<file path="src/rtl/mux21_sel_arb_if.sv">
// Request/grant bundle between the two requesters and mux21_sel_arb.
// Carries the lock input only when MUX21_SEL_LOCK_EN is defined.
interface mux21_sel_arb_if;
    logic req_a;
    logic req_b;
    logic sel;
    logic gnt_a;
    logic gnt_b;
    logic busy;
`ifdef MUX21_SEL_LOCK_EN
    logic lock;
`endif

    modport master (
        output req_a,
        output req_b,
`ifdef MUX21_SEL_LOCK_EN
        output lock,
`endif
        input  sel,
        input  gnt_a,
        input  gnt_b,
        input  busy
    );

    modport slave (
        input  req_a,
        input  req_b,
`ifdef MUX21_SEL_LOCK_EN
        input  lock,
`endif
        output sel,
        output gnt_a,
        output gnt_b,
        output busy
    );
endinterface

</file>
<file path="src/rtl/mux21_sel_arb.sv">
// Round-robin select/grant controller for a 2:1 mux, burst-limited.
// Optional burst lock input enabled by defining MUX21_SEL_LOCK_EN.
module mux21_sel_arb #(
    parameter int BURST_MAX = 4,
    parameter int CNT_W     = 3
) (
    input  logic          clk,
    input  logic          rst_n,
    mux21_sel_arb_if.slave bus
);

    typedef enum logic [1:0] {
        IDLE  = 2'd0,
        OWN_A = 2'd1,
        OWN_B = 2'd2
    } state_t;

    localparam logic [CNT_W-1:0] CNT_MAX = CNT_W'(BURST_MAX - 1);

    state_t           state_q, state_d;
    logic [CNT_W-1:0] cnt_q, cnt_d;
    logic             last_q, last_d;
    logic             sel_q, sel_d;

    logic lock_w;
    logic is_idle;
    logic is_own;
    logic cur;
    logic own_req;
    logic oth_req;
    logic at_max;
    state_t other_st;

`ifdef MUX21_SEL_LOCK_EN
    assign lock_w = bus.lock;
`else
    assign lock_w = 1'b0;
`endif

    assign is_idle  = (state_q == IDLE);
    assign is_own   = (state_q == OWN_A) || (state_q == OWN_B);
    assign cur      = (state_q == OWN_B);
    assign own_req  = cur ? bus.req_b : bus.req_a;
    assign oth_req  = cur ? bus.req_a : bus.req_b;
    assign at_max   = (cnt_q == CNT_MAX);
    assign other_st = cur ? OWN_A : OWN_B;

    always_ff @(posedge clk) begin
        if (!rst_n) begin
            state_q <= IDLE;
            cnt_q   <= '0;
            last_q  <= 1'b1;
            sel_q   <= 1'b0;
        end else begin
            state_q <= state_d;
            cnt_q   <= cnt_d;
            last_q  <= last_d;
            sel_q   <= sel_d;
        end
    end

    // last: 0 = A was the previous owner, 1 = B
    always_comb begin
        state_d = state_q;
        cnt_d   = cnt_q;
        last_d  = last_q;
        unique case (1'b1)
            is_idle: begin
                cnt_d = '0;
                unique case (1'b1)
                    bus.req_a && !bus.req_b: state_d = OWN_A;
                    bus.req_b && !bus.req_a: state_d = OWN_B;
                    bus.req_a && bus.req_b:
                        state_d = last_q ? OWN_A : OWN_B;
                    default: state_d = IDLE;
                endcase
            end
            is_own && !own_req: begin
                cnt_d   = '0;
                last_d  = cur;
                state_d = oth_req ? other_st : IDLE;
            end
            is_own && own_req && lock_w: begin
                cnt_d = at_max ? cnt_q : cnt_q + 1'b1;
            end
            is_own && own_req && !lock_w && at_max: begin
                cnt_d = '0;
                if (oth_req) begin
                    state_d = other_st;
                    last_d  = cur;
                end
            end
            is_own && own_req && !lock_w && !at_max: begin
                cnt_d = cnt_q + 1'b1;
            end
            default: begin
                state_d = IDLE;
                cnt_d   = '0;
            end
        endcase
    end

    // sel tracks the next owner so it flips with the grant, holds in IDLE
    always_comb begin
        sel_d = sel_q;
        unique case (1'b1)
            state_d == OWN_A: sel_d = 1'b0;
            state_d == OWN_B: sel_d = 1'b1;
            default:          sel_d = sel_q;
        endcase
    end

    assign bus.gnt_a = (state_q == OWN_A);
    assign bus.gnt_b = (state_q == OWN_B);
    assign bus.busy  = is_own;
    assign bus.sel   = sel_q;

endmodule

</file>
<file path="src/flat_wrapper.sv">
// flat-port wrapper written by rule: the top's interface ports become plain ports
module mux21_sel_arb_flat 
#(
    parameter int BURST_MAX = 4,
    parameter int CNT_W     = 3
)
  (clk, rst_n, bus_req_a, bus_req_b, bus_sel, bus_gnt_a, bus_gnt_b, bus_busy);
  mux21_sel_arb_if bus_i ();
  input  logic clk;
  input  logic rst_n;
  input wire logic [$bits(bus_i.req_a)-1:0] bus_req_a;
  input wire logic [$bits(bus_i.req_b)-1:0] bus_req_b;
  output wire logic [$bits(bus_i.sel)-1:0] bus_sel;
  output wire logic [$bits(bus_i.gnt_a)-1:0] bus_gnt_a;
  output wire logic [$bits(bus_i.gnt_b)-1:0] bus_gnt_b;
  output wire logic [$bits(bus_i.busy)-1:0] bus_busy;
  assign bus_i.req_a = bus_req_a;
  assign bus_i.req_b = bus_req_b;
  assign bus_sel = bus_i.sel;
  assign bus_gnt_a = bus_i.gnt_a;
  assign bus_gnt_b = bus_i.gnt_b;
  assign bus_busy = bus_i.busy;
  mux21_sel_arb #(.BURST_MAX(BURST_MAX), .CNT_W(CNT_W)) u_core (.clk(clk), .rst_n(rst_n), .bus(bus_i));
endmodule
</file>
<file path="config.mk">
export PLATFORM = sky130hd
export DESIGN_NAME = mux21_sel_arb_flat
export DESIGN_NICKNAME = d
export VERILOG_FILES = /design/src/rtl/mux21_sel_arb_if.sv /design/src/rtl/mux21_sel_arb.sv /design/src/flat_wrapper.sv
export SDC_FILE = /design/constraint.sdc
export NUM_CORES = 1
export LEC_CHECK = 0
export ABC_CLOCK_PERIOD_IN_PS = 5100
export CAP_MARGIN = 20
export CORE_MARGIN = 4
export CORE_UTILIZATION = 31
export CTS_BUF_LIST = sky130_fd_sc_hd__clkbuf_4 sky130_fd_sc_hd__clkbuf_8 sky130_fd_sc_hd__clkbuf_16
export CTS_CLUSTER_DIAMETER = 50
export DETAILED_ROUTE_END_ITERATION = 6
export PLACE_DENSITY_LB_ADDON = 0.05
export SYNTH_ARGS = -nofsm -noshare
export SYNTH_HDL_FRONTEND = slang
export SYNTH_SLANG_ARGS = --single-unit
</file>
<file path="constraint.sdc">
create_clock -name clk -period 5.1 [get_ports clk]
set_input_delay 0.765 -clock clk [delete_from_list [all_inputs] [get_ports clk]]
set_output_delay 0.765 -clock clk [all_outputs]
set_load 0.1 [all_outputs]
</file>
==> metrics, run 1 <==
status=completed; Final setup viols=0; leading area contributor after synthesis=dfxtp_1; Crit Path Max Fanout=5; sequential element share of the synthesized area=28.9%; Starting DRT DRC Count=2; Leakage Power=0.269 nW; post-synthesis cell type count=22; ranking of synthesized cells by area=dfxtp_1, ha_1, mux2i_1, inv_1, nor2b_1; count leader, synth=ha_1; unrepaired setup endpoints after global routing=no; final wirelength=881 um; final RePlAce weighted congestion=0.725; #FFs+latches synth=7; Post-Synthesis Mean Instance Area=8.97 um^2; Power Density=294 nW/um^2; initial antenna violation count=0; FF-to-FF End=u_core.bus.sel$_SDFFE_PN0P_; CTS tree=done; Hold WC Path Type=flip-flop to flip-flop; reg2reg start=u_core.state_q[0]$_SDFF_PN0_; DR vias/cell=4.98; starting density of the core=32.5%; Mapped Area=484 um^2; # clock sinks=7; Core Box Area=1490 um^2; achievable frequency=329 MHz; area grow syn2layout=24.8%; nets@finish=78; Clock Path Buffers=2; Die H=47.5 um; Worst Reg-to-Reg Cells=9; CTS root buf=clkbuf_4; setup bufs post-CTS=0; layout cells sized above 1=7.69%; first-pass GRT wire length=1550 um; worst hold path depth=1; peak supply drop=0.172 mV; final hold violations=0; Post-synth top cells=ha_1, dfxtp_1, inv_1; Syn Inst Count=54; first-pass iteration count of the detailed router=3; required time worst endpoint=4.34 ns; post-route cell area=604 um^2; Final Critical Period=3.04 ns; Num CTS Buffers=3; full die area=2260 um^2; worst-margin pin slew=0.967 ns; Synth Flop Type=dfxtp_1; Worst EP arrival=2.28 ns; Max Cap Violations=0; HP Start=u_core.cnt_q[0]$_SDFF_PN0_; fillers=143; share of the synthesized area in the top cell type=28.9%; DP Area=574 um^2; CTS resizes=0; die outline width=47.5 um; CP cell instances=inv_1 -> ha_1 -> clkdlybuf4s50_1; EDFF count, synth=0; Clk pin slew, worst setup/hold paths=0.05 ns; vias in the first global route=369; setup TNS=0 ns; Ys Warns=0; dpl hpwl=728 um; Final Max Tran Viols=0; synthesized net count=66; CP startpoint kind=flip-flop; Routed Antenna Nets=0; detailed-route via count=403; Post-CTS Hold Buffers=0; gr usage total=10.2%; mean routed wirelength per cell=10.9 um; DRC=0; IO Port Bufs=7; critical path's largest stage delay=1.16 ns; I/O pins=8; H-tree levels=1; slew margin rel.=35.3%; fin crit share=59.7%; total grt overflow=0; CP Capture Type=output pin; CP max-delay cell=clkdlybuf4s50_1; largest net degree at the start of global routing=8; asr flop ratio synth=0%; Crit Path Category=flip-flop to output pin; WHS Endpoint=u_core.cnt_q[0]$_SDFF_PN0_; FP Rows=14; Antenna Cells=0; clk_lat worst skew=0.25 ns; FF-to-FF setup slack=2.73 ns; Fin Clk Skew=0.00193 ns
## routing by layer
metal	track usage [%]	up-vias	part of all wire, %
li1	-	217	-
met1	12.4	175	50
met2	14.4	9	43
met3	3.38	2	5.7
met4	8.29	0	1.0
met5	0	-	0
## final cells by class
class	instances	area [um^2]	share of cell area, %
tap	16	20.0	3.31
inverter	6	22.5	3.73
timing repair buffer	7	70.1	11.6
sequential	7	140	23.2
multi-input combinational	41	322	53.2
clock buffer	4	30.0	4.97
## critical path: cells and delay by family, from the launching register on
kind / cells / cell delay [ns]
flip-flops: 1 / 0.38
adder cells (fa/ha/maj): 1 / 0.38
buffers and inverters: 2 / 1.27
## cell usage in the layout, fill, tap and decap left out
| cell type | n |
|---|---|
| nor3_1 | 2 |
| nor2b_1 | 3 |
| nor4_1 | 2 |
| a31oi_1 | 1 |
| dfxtp_1 | 7 |
| a211o_1 | 1 |
| mux2i_1 | 4 |
| a211oi_1 | 2 |
| clkdlybuf4s50_1 | 7 |
| inv_1 | 6 |
| a21oi_1 | 1 |
| mux2_1 | 1 |
| or2b_1 | 1 |
| nand2_1 | 2 |
| and3b_1 | 1 |
| ha_1 | 8 |
| o211ai_1 | 1 |
| and3_1 | 1 |
| clkbuf_4 | 4 |
| nand3_1 | 1 |
| o221a_2 | 1 |
| nor2_1 | 4 |
| o21ai_0 | 2 |
| nor3b_1 | 2 |
## where the power goes
| group | internal [mW] | leakage (nW) | switching, mW |
|---|---|---|---|
| clock network | 0.0351 | 0.0184 | 0.0198 |
| registers | 0.0578 | 0.0570 | 0.00261 |
| logic | 0.0211 | 0.194 | 0.0414 |
| total | 0.114 | 0.269 | 0.0638 |
## kinds of logic after synthesis
| logic type | count (synthesis) | synth area share (%) |
|---|---|---|
| and+or+nand+nor | 19 | 22.0 |
| muxes | 5 | 10.6 |
| buffers and inverters | 6 | 4.65 |
| AOI/OAI and AO/OA | 9 | 13.2 |
| adders and majority gates | 8 | 20.7 |
| DFF | 7 | 28.9 |
## how the worst max path moves through the flow
stage / endpoint / start / slack (ns) / cells past startpoint
global route: bus_busy / u_core.state_q[1]$_SDFF_PN0_ / 1.94 / 3
CTS: bus_busy / u_core.state_q[0]$_SDFF_PN0_ / 2.04 / 3
detailed placement: u_core.bus.sel$_SDFFE_PN0P_ / bus_req_a / 2.22 / 8
global placement: u_core.bus.sel$_SDFFE_PN0P_ / bus_req_a / 2.24 / 8
floorplan: u_core.bus.sel$_SDFFE_PN0P_ / u_core.state_q[0]$_SDFF_PN0_ / 2.27 / 9
finish: bus_busy / u_core.state_q[0]$_SDFF_PN0_ / 2.06 / 3
## metrics by stage
step | power, mW | worst slack [ns] | hold slack [ns] | utilization (%) | std cells
after floorplan | 0.111 | 2.27 | 0.397 | - | 54
final | 0.178 | 2.06 | 0.419 | 40.6 | 81
after detailed placement | 0.124 | 2.22 | 0.411 | 38.6 | 77
after CTS | 0.182 | 2.04 | 0.419 | 40.6 | 81
after global placement | 0.125 | 2.24 | 0.410 | 38.6 | 77
after global routing | 0.190 | 1.94 | 0.431 | 40.6 | 81
## sequential cells by signal (all words and copies together) (netlist names)
name / flops
u_core.bus.sel: 1
u_core.cnt_q: 3
u_core.last_q: 1
u_core.state_q: 2
Power figures use the tool's default switching activity.
==> inputs of run 2 (changes only) <==
Settings changed: ABC_CLOCK_PERIOD_IN_PS 5100 to 3050.
Clock period 5.1 ns to 3.05 ns, I/O delays scaled along.
==> metrics, run 2 (same netlist as run 1, synthesis figures left out) <==
Num CTS Buffers=3 (unchanged); detailed-route via count=403 (unchanged); achievable frequency=419 MHz; starting density of the core=32.5% (unchanged); gr usage total=10.4% (+0.18 points); full die area=2260 um^2 (unchanged); initial antenna violation count=0 (unchanged); final wirelength=919 um (+4.3%); final hold violations=0 (unchanged); final std cells w/o fill=81 (unchanged); Starting DRT DRC Count=5 (+3); setup bufs post-CTS=0 (unchanged); CP startpoint kind=flip-flop; DR vias/cell=4.98 (unchanged); post-layout power=287 uW (+61%); Routed Antenna Nets=0 (unchanged); Crit Path Category=flip-flop to flip-flop; DRC=0 (unchanged); Final setup viols=0 (unchanged); worst-margin pin slew=0.300 ns (-0.666 ns); nets@finish=78 (unchanged); slew margin rel.=79.4% (+44 points); Antenna Cells=0 (unchanged); sequential cell area=140 um^2 (unchanged); mean routed wirelength per cell=11.3 um (+4.3%); I/O pins=8 (unchanged); CTS root buf=clkbuf_4; area grow syn2layout=22.2%; # placed instances=77 (unchanged); Clk pin slew, worst setup/hold paths=0.06 ns (about the same); H-tree levels=1 (unchanged); layout cells sized above 1=13.8% (+6.2 points); first-pass iteration count of the detailed router=3 (unchanged); die outline width=47.5 um (unchanged); Largest register FFs=3 (unchanged); Core Box Area=1490 um^2 (unchanged); Final Max Tran Viols=0 (unchanged); Final Critical Period=2.39 ns; Largest regs=u_core.cnt_q: 3 flops, u_core.state_q: 2 flops; final RePlAce weighted congestion=0.727 (+0.28%); total grt overflow=0 (unchanged); status=completed; area of the multi-input gates=322 um^2 (unchanged); # clock sinks=7 (unchanged); fillers=164 (+15%); fin crit share=78.2%; vias in the first global route=377 (+2.2%); Worst EP arrival=2.53 ns (+0.25 ns); Top reg by flops=u_core.cnt_q; largest net degree at the start of global routing=8 (unchanged); DP Area=564 um^2 (-1.7%); CTS resizes=0 (unchanged); IO Port Bufs=7 (unchanged); post-route cell area=592 um^2 (-2.1%); commonest non-fill, non-tap cell in the layout=ha_1; CTS tree=done; first-pass GRT wire length=1610 um (+4.0%); dpl hpwl=751 um (+3.2%); unrepaired setup endpoints after global routing=no; Post-CTS Hold Buffers=0 (unchanged); Power Density=484 nW/um^2 (+65%); peak supply drop=0.181 mV (+5.2%); required time worst endpoint=3.20 ns (-1.14 ns); CP Capture Type=flip-flop; FP Rows=14 (unchanged); Worst Hold Margin=0.425 ns (+0.00604 ns); Crit Path Max Fanout=5 (unchanged); setup TNS=0 ns (unchanged); Fin Clk Skew=0.00797 ns (+0.00605 ns); most frequent cells in the layout=ha_1, dfxtp_1, inv_1; Clock Path Buffers=2 (unchanged); Leakage Power=0.275 nW (+2.4%); Max Cap Violations=0 (unchanged); Hold WC Path Type=flip-flop to flip-flop; clk_lat worst skew=0.25 ns (about the same); Die H=47.5 um (unchanged)
-- run 2: final cells by class --
class                      instances  share of cell area [%]
tap                               16                    3.38
timing repair buffer               7                    10.1
clock buffer                       3                    3.81
inverter                           6                    3.81
clock inverter                     1                   0.846
multi-input combinational         41                    54.3
sequential                         7                    23.7
-- run 2: worst paths after layout --
kind | start | end | slack (ns) | cells after the start
worst max-delay path | u_core.state_q[0]$_SDFF_PN0_ | u_core.bus.sel$_SDFFE_PN0P_ | 0.66 | 9
worst min register to register | u_core.cnt_q[0]$_SDFF_PN0_ | u_core.cnt_q[0]$_SDFF_PN0_ | 0.43 | 1
worst min-delay path | u_core.cnt_q[0]$_SDFF_PN0_ | u_core.cnt_q[0]$_SDFF_PN0_ | 0.43 | 1
worst max register to register | u_core.state_q[0]$_SDFF_PN0_ | u_core.bus.sel$_SDFFE_PN0P_ | 0.66 | 9
-- run 2: metrics by stage --
stage	util [%]	worst slack [ns]
finish	39.7	0.665
global route	39.7	0.491
CTS	39.7	0.657
detailed placement	37.9	0.487
global placement	37.9	0.488
floorplan	-	0.223
-- run 2: metal layers --
layer | part of all wire [%] | GRT usage, %
met5 | 0 | 0
met4 | 0.98 | 4.97
met3 | 8.1 | 4.89
met2 | 41 | 14.7
met1 | 50 | 13.2
-- run 2: worst max-delay path, cell delays in order, from the launching register on --
cell	delay, ns
dfxtp_1	0.34
inv_1	0.14
ha_1	0.27
mux2i_1	0.30
mux2_1	0.35
a211o_1	0.30
or2b_1	0.15
ha_1	0.23
mux2i_1	0.15
nor2b_1	0.06
-- run 2: power by group --
part	switching [mW]	leakage (nW)	internal [mW]
combinational	0.0695	0.201	0.0335
sequential	0.00426	0.0570	0.0966
clock	0.0349	0.0177	0.0479
==> inputs of run 3 (changes only) <==
Settings changed: ABC_CLOCK_PERIOD_IN_PS 3050 to 2400.
Clock period 3.05 ns to 2.4 ns, I/O delays scaled along.
==> metrics, run 3 (same netlist as run 1, synthesis figures left out) <==
Clock Path Buffers=2 (unchanged); fin crit share=93.6% (+15 points); CTS root buf=clkbuf_4; detailed-route via count=470 (+17%); area grow syn2layout=49.4%; status=completed; IO Port Bufs=7 (unchanged); CP Capture Type=flip-flop; initial antenna violation count=0 (unchanged); Largest register FFs=3 (unchanged); FP Rows=14 (unchanged); clk_lat worst skew=0.26 ns (about the same); sequential cell area=140 um^2 (unchanged); CP startpoint kind=flip-flop; mean routed wirelength per cell=11.6 um (+2.4%); commonest non-fill, non-tap cell in the layout=buf_4; Final setup viols=0 (unchanged); Die H=47.5 um (unchanged); largest net degree at the start of global routing=8 (unchanged); die outline width=47.5 um (unchanged); full die area=2260 um^2 (unchanged); Final Max Tran Viols=0 (unchanged); area of the multi-input gates=375 um^2 (+17%); nets@finish=88 (+13%); # clock sinks=7 (unchanged); total grt overflow=0 (unchanged); setup bufs post-CTS=0 (unchanged); Antenna Cells=0 (unchanged); slew margin rel.=77.5% (-1.9 points); Post-CTS Hold Buffers=0 (unchanged); CTS tree=done; post-route worst setup slack=0.153 ns (-0.512 ns); required time worst endpoint=2.55 ns (-0.65 ns); Crit Path Max Fanout=3 (-2); unrepaired setup endpoints after global routing=no; Fin Clk Skew=0.00360 ns (-0.00437 ns); CTS resizes=0 (unchanged); Top reg by flops=u_core.cnt_q; Leakage Power=0.329 nW (+20%); H-tree levels=1 (unchanged); Core Box Area=1490 um^2 (unchanged); most frequent cells in the layout=buf_4, dfxtp_1, inv_1; Crit Path Category=flip-flop to flip-flop; Worst Hold Margin=0.434 ns (+0.00918 ns); first-pass GRT wire length=1770 um (+9.4%); starting density of the core=32.5% (unchanged); Place WS=-0.00150 ns (-0.488 ns); peak supply drop=0.349 mV (+93%); fillers=154 (-6.1%); Num CTS Buffers=3 (unchanged); Clk pin slew, worst setup/hold paths=0.05 ns (about the same); final hold violations=0 (unchanged); Power Density=574 nW/um^2 (+18%); final wirelength=1060 um (+15%); DR vias/cell=5.16 (+3.8%); I/O pins=8 (unchanged); achievable frequency=445 MHz (+6.1%); final RePlAce weighted congestion=0.756 (+4.0%); Max Cap Violations=0 (unchanged); vias in the first global route=470 (+25%); worst-margin pin slew=0.331 ns (+0.0304 ns); Hold WC Path Type=flip-flop to flip-flop; Worst EP arrival=2.39 ns (-0.14 ns); gr usage total=11.5% (+1.1 points); Routed Antenna Nets=0 (unchanged); fin util=48.6% (+8.8 points); Final Critical Period=2.25 ns (-0.138 ns); dpl hpwl=825 um (+9.8%); DRC=0 (unchanged); Largest regs=u_core.cnt_q: 3 flops, u_core.state_q: 2 flops; layout cells sized above 1=34.7% (+21 points); first-pass iteration count of the detailed router=3 (unchanged); Starting DRT DRC Count=3 (-2)
run 3: cell types whose count changed in the layout (fill, tap and decap cells not counted), sizes merged:
cell    delta
buf       +10
clkbuf     +1
clkinv     -1
run 3: final timing paths:
check	to	cells after the start	slack, ns	start
worst max-delay path	u_core.bus.sel$_SDFFE_PN0P_	9	0.15	u_core.state_q[0]$_SDFF_PN0_
worst min-delay path	u_core.cnt_q[0]$_SDFF_PN0_	1	0.43	u_core.cnt_q[0]$_SDFF_PN0_
worst max register to register	u_core.bus.sel$_SDFFE_PN0P_	9	0.15	u_core.state_q[0]$_SDFF_PN0_
worst min register to register	u_core.cnt_q[0]$_SDFF_PN0_	1	0.43	u_core.cnt_q[0]$_SDFF_PN0_
run 3: final cells by class:
class | count | share of cell area, %
multi-input combinational | 41 | 51.9
sequential | 7 | 19.4
timing repair buffer | 17 | 18.7
clock buffer | 4 | 4.15
inverter | 6 | 3.11
tap | 16 | 2.77
run 3: worst max-delay path: stages, from the launching register on:
cell	delay (ns)
dfxtp_1	0.30
inv_1	0.13
ha_2	0.24
mux2i_4	0.25
mux2_1	0.33
a211o_1	0.30
or2b_1	0.15
ha_1	0.23
mux2i_1	0.14
nor2b_1	0.05
run 3: metrics by stage:
stage | instances | TNS, ns | instance area [um^2] | total power, mW
6_report | 91 | 0 | 723 | 0.415
5_1_grt | 91 | 0 | 723 | 0.441
4_1_cts | 91 | 0 | 694 | 0.414
3_5_place_dp | 87 | -0.00150 | 664 | 0.289
3_3_place_gp | 87 | -0.00189 | 664 | 0.290
2_1_floorplan | 54 | 0 | 509 | 0.246
run 3: report_power, final:
group          switching, mW  internal (mW)  total [mW]  leakage [nW]
clock network         0.0463         0.0749       0.121        0.0184
logic                  0.101         0.0663       0.167         0.254
registers            0.00402          0.123       0.127        0.0570
total                  0.151          0.264       0.415         0.329
run 3: routing by layer:
metal / up-vias / part of all wire (%) / GRT usage (%)
li1: 235 / - / -
met1: 220 / 45 / 12.5
met2: 10 / 46 / 18.7
met3: 5 / 5.2 / 3.38
met4: 0 / 3.2 / 8.29
met5: - / 0 / 0
